<file path="src/rtl/otter_io_timer.sv">
// OTTER memory-mapped timer: CTRL/COUNT/COMPARE/STATUS/PRESC word registers on the IO bus.
// Define OTTER_TIMER_PRESCALER_EN to build the 8-bit prescaler; otherwise the timer ticks every clock.
module otter_io_timer #(
  parameter logic [31:0] BASE_ADDR = 32'h1100_0200
) (
  input  logic        clk,
  input  logic        rst,
  input  logic [31:0] iobus_addr,
  input  logic [31:0] iobus_out,
  input  logic        iobus_wr,
  output logic [31:0] iobus_in,
  output logic        intrpt
);

  typedef enum logic [2:0] {
    REG_CTRL    = 3'd0,
    REG_COUNT   = 3'd1,
    REG_COMPARE = 3'd2,
    REG_STATUS  = 3'd3,
    REG_PRESC   = 3'd4
  } reg_sel_e;

  logic [31:0] offset;
  logic        hit;
  reg_sel_e    reg_sel;

  logic [2:0]  ctrl;
  logic [31:0] count;
  logic [31:0] compare;
  logic        match;
  logic        ovf;
  logic [7:0]  presc_rd;
  logic        tick;

  logic wr_ctrl, wr_count, wr_compare, wr_status, wr_presc;
  logic match_set, ovf_set, reload;

  assign offset  = iobus_addr - BASE_ADDR;
  assign hit     = (iobus_addr[31:5] == BASE_ADDR[31:5]) && (iobus_addr[1:0] == 2'b00)
                   && (offset <= 32'h10);
  assign reg_sel = reg_sel_e'(offset[4:2]);

  assign wr_ctrl    = iobus_wr && hit && (reg_sel == REG_CTRL);
  assign wr_count   = iobus_wr && hit && (reg_sel == REG_COUNT);
  assign wr_compare = iobus_wr && hit && (reg_sel == REG_COMPARE);
  assign wr_status  = iobus_wr && hit && (reg_sel == REG_STATUS);
  assign wr_presc   = iobus_wr && hit && (reg_sel == REG_PRESC);

`ifdef OTTER_TIMER_PRESCALER_EN
  logic [7:0] presc;
  logic [7:0] pcnt;

  always_ff @(posedge clk or negedge rst) begin
    if (!rst) begin
      presc <= '0;
      pcnt  <= '0;
    end else begin
      if (wr_presc)
        presc <= iobus_out[7:0];
      if (wr_ctrl || wr_presc || !ctrl[0] || (pcnt == presc))
        pcnt <= '0;
      else
        pcnt <= pcnt + 8'd1;
    end
  end

  assign tick     = ctrl[0] && (pcnt == presc);
  assign presc_rd = presc;
`else
  assign tick     = ctrl[0];
  assign presc_rd = '0;
`endif

  // A CPU write to COUNT suppresses both the increment and the compare for that edge.
  assign match_set = tick && !wr_count && (count == compare);
  assign reload    = match_set && ctrl[2];
  assign ovf_set   = tick && !wr_count && !reload && (count == '1);

  always_ff @(posedge clk or negedge rst) begin
    if (!rst) begin
      ctrl    <= '0;
      count   <= '0;
      compare <= '0;
      match   <= 1'b0;
      ovf     <= 1'b0;
    end else begin
      if (wr_ctrl)
        ctrl <= iobus_out[2:0];
      if (wr_compare)
        compare <= iobus_out;
      if (wr_count)
        count <= iobus_out;
      else if (reload)
        count <= '0;
      else if (tick)
        count <= count + 32'd1;
      // Hardware set wins over a same-edge write-1-to-clear.
      match <= match_set || (match && !(wr_status && iobus_out[0]));
      ovf   <= ovf_set   || (ovf   && !(wr_status && iobus_out[1]));
    end
  end

  always_comb begin
    iobus_in = '0;
    if (hit) begin
      case (reg_sel)
        REG_CTRL:    iobus_in = {29'd0, ctrl};
        REG_COUNT:   iobus_in = count;
        REG_COMPARE: iobus_in = compare;
        REG_STATUS:  iobus_in = {30'd0, ovf, match};
        REG_PRESC:   iobus_in = {24'd0, presc_rd};
        default:     iobus_in = '0;
      endcase
    end
  end

  assign intrpt = match && ctrl[1];

endmodule

</file>
<file path="config.mk">
export PLATFORM = sky130hd
export DESIGN_NAME = otter_io_timer
export DESIGN_NICKNAME = d
export VERILOG_FILES = /design/src/rtl/otter_io_timer.sv
export SDC_FILE = /design/constraint.sdc
export NUM_CORES = 1
export LEC_CHECK = 0
export CORE_MARGIN = 1
export CORE_UTILIZATION = 55
export CTS_CLUSTER_SIZE = 30
export DETAILED_ROUTE_END_ITERATION = 8
export GPL_ROUTABILITY_DRIVEN = 0
export PLACE_DENSITY_LB_ADDON = 0.2
export SYNTH_ARGS = -nofsm -noshare
export SYNTH_HDL_FRONTEND = slang
export SYNTH_SLANG_ARGS = --single-unit
</file>
<file path="constraint.sdc">
create_clock -name clk -period 5.93 [get_ports clk]
set_clock_uncertainty 0.15 [all_clocks]
set_input_delay 1.186 -clock clk [delete_from_list [all_inputs] [get_ports clk]]
set_output_delay 1.186 -clock clk [all_outputs]
set_load 0.01 [all_outputs]
</file>
# After elaboration in Yosys (flattened, before gate mapping)
# Index checks and enable logic that the tools add are counted.
# word_totals
register_bits,69
latchBits,0
ram_bits,0
romBits,0
inputBits,67
out_inout_bits,33
mem_count,0
# classes
n_addsub,2
multipliers,0
div_mod_pow,0
magnitude_cmp,1
eq_ne,6
n_shift,0
n_mux,5
bitwise_logic,0
reduce_logical,26
# op_table
cell,count
$mux 32,4
$pmux 32 s4,1
$add 32x1->32 const B,1
$eq 32x32->1,1
$eq 32x32->1 const B,1
$le 32x5->1 const B,1
$sub 32x29->32 const B,1
$eq 27x24->1 const B,1
$logic_and 1x1->1,17
$eq 3x2->1 const B,2
$logic_not 1->1,4
$eq 3x1->1 const B,1
$logic_not 3->1,1
$reduce_bool 3->1,1
$logic_not 2->1,1
$logic_or 1x1->1,2

# Depth between registers and ports, before layout
# logic_depth
ltp_word,13
mapped_depth,9

# Worst setup path after synthesis
# OpenSTA, ideal clock, no wires.
# synth_timing
path_kind,input -> output
startpoint,input port iobus_addr[10]
endpoint,output port iobus_in[2]
arrival_ns,2.880
slack_ns,1.714
cell_stages,8
cell_sequence,inv_1 > ha_1 > and4b_1 > nand4_2 > or3_1 > buf_2 > clkbuf_1 > nor3_1
# synth_between
elab_chain_len,4
word_cells_on_any_way,6
# synth_lines
element,line,rtl
"start, declared",8,"input logic [31:0] iobus_addr,"
$sub 32x29->32 / $eq 27x24->1 (equally long branches),"38, 39",
$le 32x5->1 / $logic_and 1x1->1 (equally long branches),"40, 39",
$logic_and 1x1->1 (*),40,&& (offset <= 32'h10);
$mux 32 (*),105,if (hit) begin
"end, declared",11,"output logic [31:0] iobus_in,"
# Mark *: on every way between the ends. The rest lies on a longest branch, timed or not.

# Worst setup path after layout
# layout_timing
startpoint,input port iobus_addr[9]
endpoint,output port iobus_in[30]
# Same word-level chain as after synthesis.

==> results.txt <==
----------------------------------------------------
[Run status]
  Outcome ... finished clean

[Finish]
  Most common cell after layout, fill and taps aside ... sky130_fd_sc_hd__clkdlybuf4s50_1
  Top library cells by usage in the layout, fill and taps aside ... sky130_fd_sc_hd__clkdlybuf4s50_1, sky130_fd_sc_hd__dfrtp_1, sky130_fd_sc_hd__nor2_1
  Net total in the final layout ... 674
  Layout overhead on the synthesized area ... 22.3%
  Fraction of final layout cells sized beyond drive strength 1 ... 11.5%
  Ant diodes ... 0
  Number of filler instances in the final layout ... 650
  Storage element area ... 1730 µm²
  Multi-input gate area ... 2840 µm²

[Synthesis]
  Count of flip-flops with a built-in enable after synthesis ... 0
  Number of cells produced by synthesis ... 540
  Sequential element share of the synthesized area ... 35.5%
  Syn avg cell area ... 9.01 µm²
  Area of the mapped netlist ... 4860 µm²
  Area share of the largest cell type after synthesis ... 35.5%
  Cell accounting for the most synthesized area ... sky130_fd_sc_hd__dfrtp_1
  Synth Register Bits ... 69
  Number of distinct library cell variants in the gate-level netlist after synthesis ... 61
  Share of flip-flops with an asynchronous set or reset after synthesis ... 100%
  Most frequently used flop master after synthesis ... sky130_fd_sc_hd__dfrtp_1
  Yosys warning count ... 0
  Number of nets produced by synthesis ... 610
  Cells taking the most area after synthesis ... sky130_fd_sc_hd__dfrtp_1, sky130_fd_sc_hd__xnor2_1, sky130_fd_sc_hd__a22oi_1

[CTS]
  Clock buffer count from CTS ... 9
  Clock Tree Root ... sky130_fd_sc_hd__clkbuf_8
  Clock Tree Buf Depth ... 2
  CTS clk-pin slew, worst paths ... 0.07 ns
  CTS Sinks ... 69
  Setup bufs post-CTS ... 0
  Quantity of gates resized following cts ... 0
  Clock insertion delay at the later pin of the skew report ... 0.34 ns
  Clock H-tree levels ... 3
  Post-CTS Hold Fix Bufs ... 0
  Clock tree from TritonCTS ... done

[Timing]
  Final setup TNS ... 0 ns
  Unrepaired setup endpoints after global routing ... false
  Max-Slew Margin vs Limit ... 14.4%
  Final Cycle Share ... 92.4%
  Max Fclk ... 183 MHz
  Worst-margin pin slew ... 1.28 ns
  Final hold violation count ... 0
  Fin crit period ... 5.48 ns
  Max-slew violation total from the final report ... 0
  Setup Viol. Count Final ... 0

[Worst setup path]
  Kind of critical path ... in2out
  CP Data Arrival Time ... 4.14 ns
  Critical path startpoint category ... input port
  Reg-to-reg critical path endpoint ... count[26]
  Largest fanout on the critical path ... 18
  Number of cells on the worst reg-to-reg path ... 6
  Reg2reg setup slack ... 2.86 ns
  Crit. End Element ... output pin
  Worst reg2reg startpoint ... count[20]
  Worst path required time ... 4.59 ns

[Place]
  Number of I/O port buffers ... 99
  Detailed placement HPWL ... 8960 µm

[Power]
  Power consumption ... 910 µW
  Leak ... 2.43 nW
  Power Dens Cells ... 153 nW/µm²
  Worst-case vdd ir drop ... 0.107 mV

[Global routing]
  All-layer global routing usage ... 30.9%
  Largest net degree at the start of global routing ... 70
  Leftover overflow at the end of global routing ... 0
  Number of global-route vias before repair ... 4,130
  First-pass GRT wire length ... 21,400 µm
  Antenna violations before repair ... 0

[Hold path]
  Hold Path Sink ... ovf
  Instance count along the most critical hold path ... 2
  Type of the worst min-delay path ... reg2reg
  Hold_sp ... ovf

[Die]
  Core region area ... 8380 µm²
  Die width ... 96.0 µm
  Placement Rows ... 33
  I/O pins ... 100
  Initial Util ... 58.0%
  Die footprint ... 9220 µm²
  Die height ... 96.0 µm

[Flow run]
  Number of max-cap violations ... 0

[Drt]
  First drt pass iteration count ... 7
  Post-detailed-route wirelength per cell ... 18.9 µm
  DRC Markers ... 0
  Routed vias ... 4,572
  Via density ... 6.41
  Total routed wirelength ... 13,500 µm
  DRT antenna net count ... 0
  Number of violations reported at the end of detailed-routing iteration 0 ... 356

----------------------------------------------------
-- stage by stage --
step	hold WS (ns)	std cells	instance area [µm²]	setup slack (ns)	util, %
global route	0.390	713	5950	0.306	70.9
floorplan	0.297	540	4860	1.71	-
detailed placement	0.344	698	5770	0.497	68.8
CTS	0.359	713	5950	0.492	70.9
finish	0.362	713	5950	0.452	70.9
global placement	0.337	698	5770	0.545	68.8
-- routing by layer --
metal / up-vias / GRT usage (%) / routed length [µm]
met2: 220 / 47.6 / 6230
li1: 2114 / - / -
met4: 0 / 14.2 / 406
met5: - / 0 / 0
met3: 28 / 4.66 / 1090
met1: 2210 / 42.7 / 5770
-- where the power goes --
group | internal [mW] | total, mW | switching, mW | leakage [nW]
sequential | 0.470 | 0.470 | 0.0000000645 | 0.917
combinational | 0.0447 | 0.0788 | 0.0340 | 1.42
clock | 0.184 | 0.361 | 0.177 | 0.0926
total | 0.699 | 0.910 | 0.211 | 2.43
-- Yosys cell counts, types with 3 or more instances --
master and instances:
sky130_fd_sc_hd__nand2_1 44, sky130_fd_sc_hd__and2_1 5, sky130_fd_sc_hd__o21ai_1 11, sky130_fd_sc_hd__nor3b_1 3, sky130_fd_sc_hd__mux2_1 18, sky130_fd_sc_hd__nor3_1 8, sky130_fd_sc_hd__inv_1 8, sky130_fd_sc_hd__and3_1 29
sky130_fd_sc_hd__buf_6 4, sky130_fd_sc_hd__a41oi_1 3, sky130_fd_sc_hd__buf_2 16, sky130_fd_sc_hd__a21oi_1 15, sky130_fd_sc_hd__mux2_2 18, sky130_fd_sc_hd__nor4_1 17, sky130_fd_sc_hd__a31oi_1 9, sky130_fd_sc_hd__clkbuf_1 26
sky130_fd_sc_hd__a21oi_2 8, sky130_fd_sc_hd__nand3b_1 4, sky130_fd_sc_hd__nand4_1 17, sky130_fd_sc_hd__nand3_2 4, sky130_fd_sc_hd__nand3_1 26, sky130_fd_sc_hd__xnor2_1 33, sky130_fd_sc_hd__nor4_2 5, sky130_fd_sc_hd__a22oi_1 32
sky130_fd_sc_hd__o211ai_1 3, sky130_fd_sc_hd__nor4b_1 3, sky130_fd_sc_hd__dfrtp_1 69, sky130_fd_sc_hd__o21ai_0 5, sky130_fd_sc_hd__buf_4 6, sky130_fd_sc_hd__ha_1 3, sky130_fd_sc_hd__nor2_1 48
-- how the worst max path moves through the flow --
stage	start	end	slack (ns)	depth (start not counted)
2_1_floorplan	iobus_addr[10]	iobus_in[2]	1.71	8
3_3_place_gp	iobus_addr[9]	iobus_in[15]	0.54	9
3_5_place_dp	iobus_addr[9]	iobus_in[23]	0.50	9
4_1_cts	iobus_addr[9]	iobus_in[18]	0.49	9
5_1_grt	iobus_addr[9]	iobus_in[20]	0.31	9
6_report	iobus_addr[9]	iobus_in[30]	0.45	9
-- registers in the layout (all words and copies together), names as in the netlist --
register / cells
compare: 32
count: 32
ctrl: 3
match: 1
ovf: 1
-- critical path, cell delays in order --
cell	delay, ns
sky130_fd_sc_hd__clkdlybuf4s50_1	0.50
sky130_fd_sc_hd__inv_1	0.05
sky130_fd_sc_hd__ha_1	0.26
sky130_fd_sc_hd__and4b_1	0.20
sky130_fd_sc_hd__nand4_2	0.18
sky130_fd_sc_hd__or3_1	0.72
sky130_fd_sc_hd__buf_4	0.34
sky130_fd_sc_hd__nor2_1	0.14
sky130_fd_sc_hd__clkdlybuf4s50_1	0.55
-- cell families after synthesis --
kind of cell / synth area share (%)
xor+xnor: 5.94
buf+inv: 6.30
flops: 35.5
mux: 9.47
fa+ha+maj: 0.772
compound gates: 14.6
simple gates: 27.4
-- layout make-up --
type	count	share of cell area, %
multi-input cells	410	47.8
flip-flops and latches	69	29.0
clock inverters	1	0.0842
inverters	8	0.505
repair buffers	106	17.5
well taps	105	2.21
clock buffers	14	2.90
Note: power is estimated with default switching activity, not from simulation.
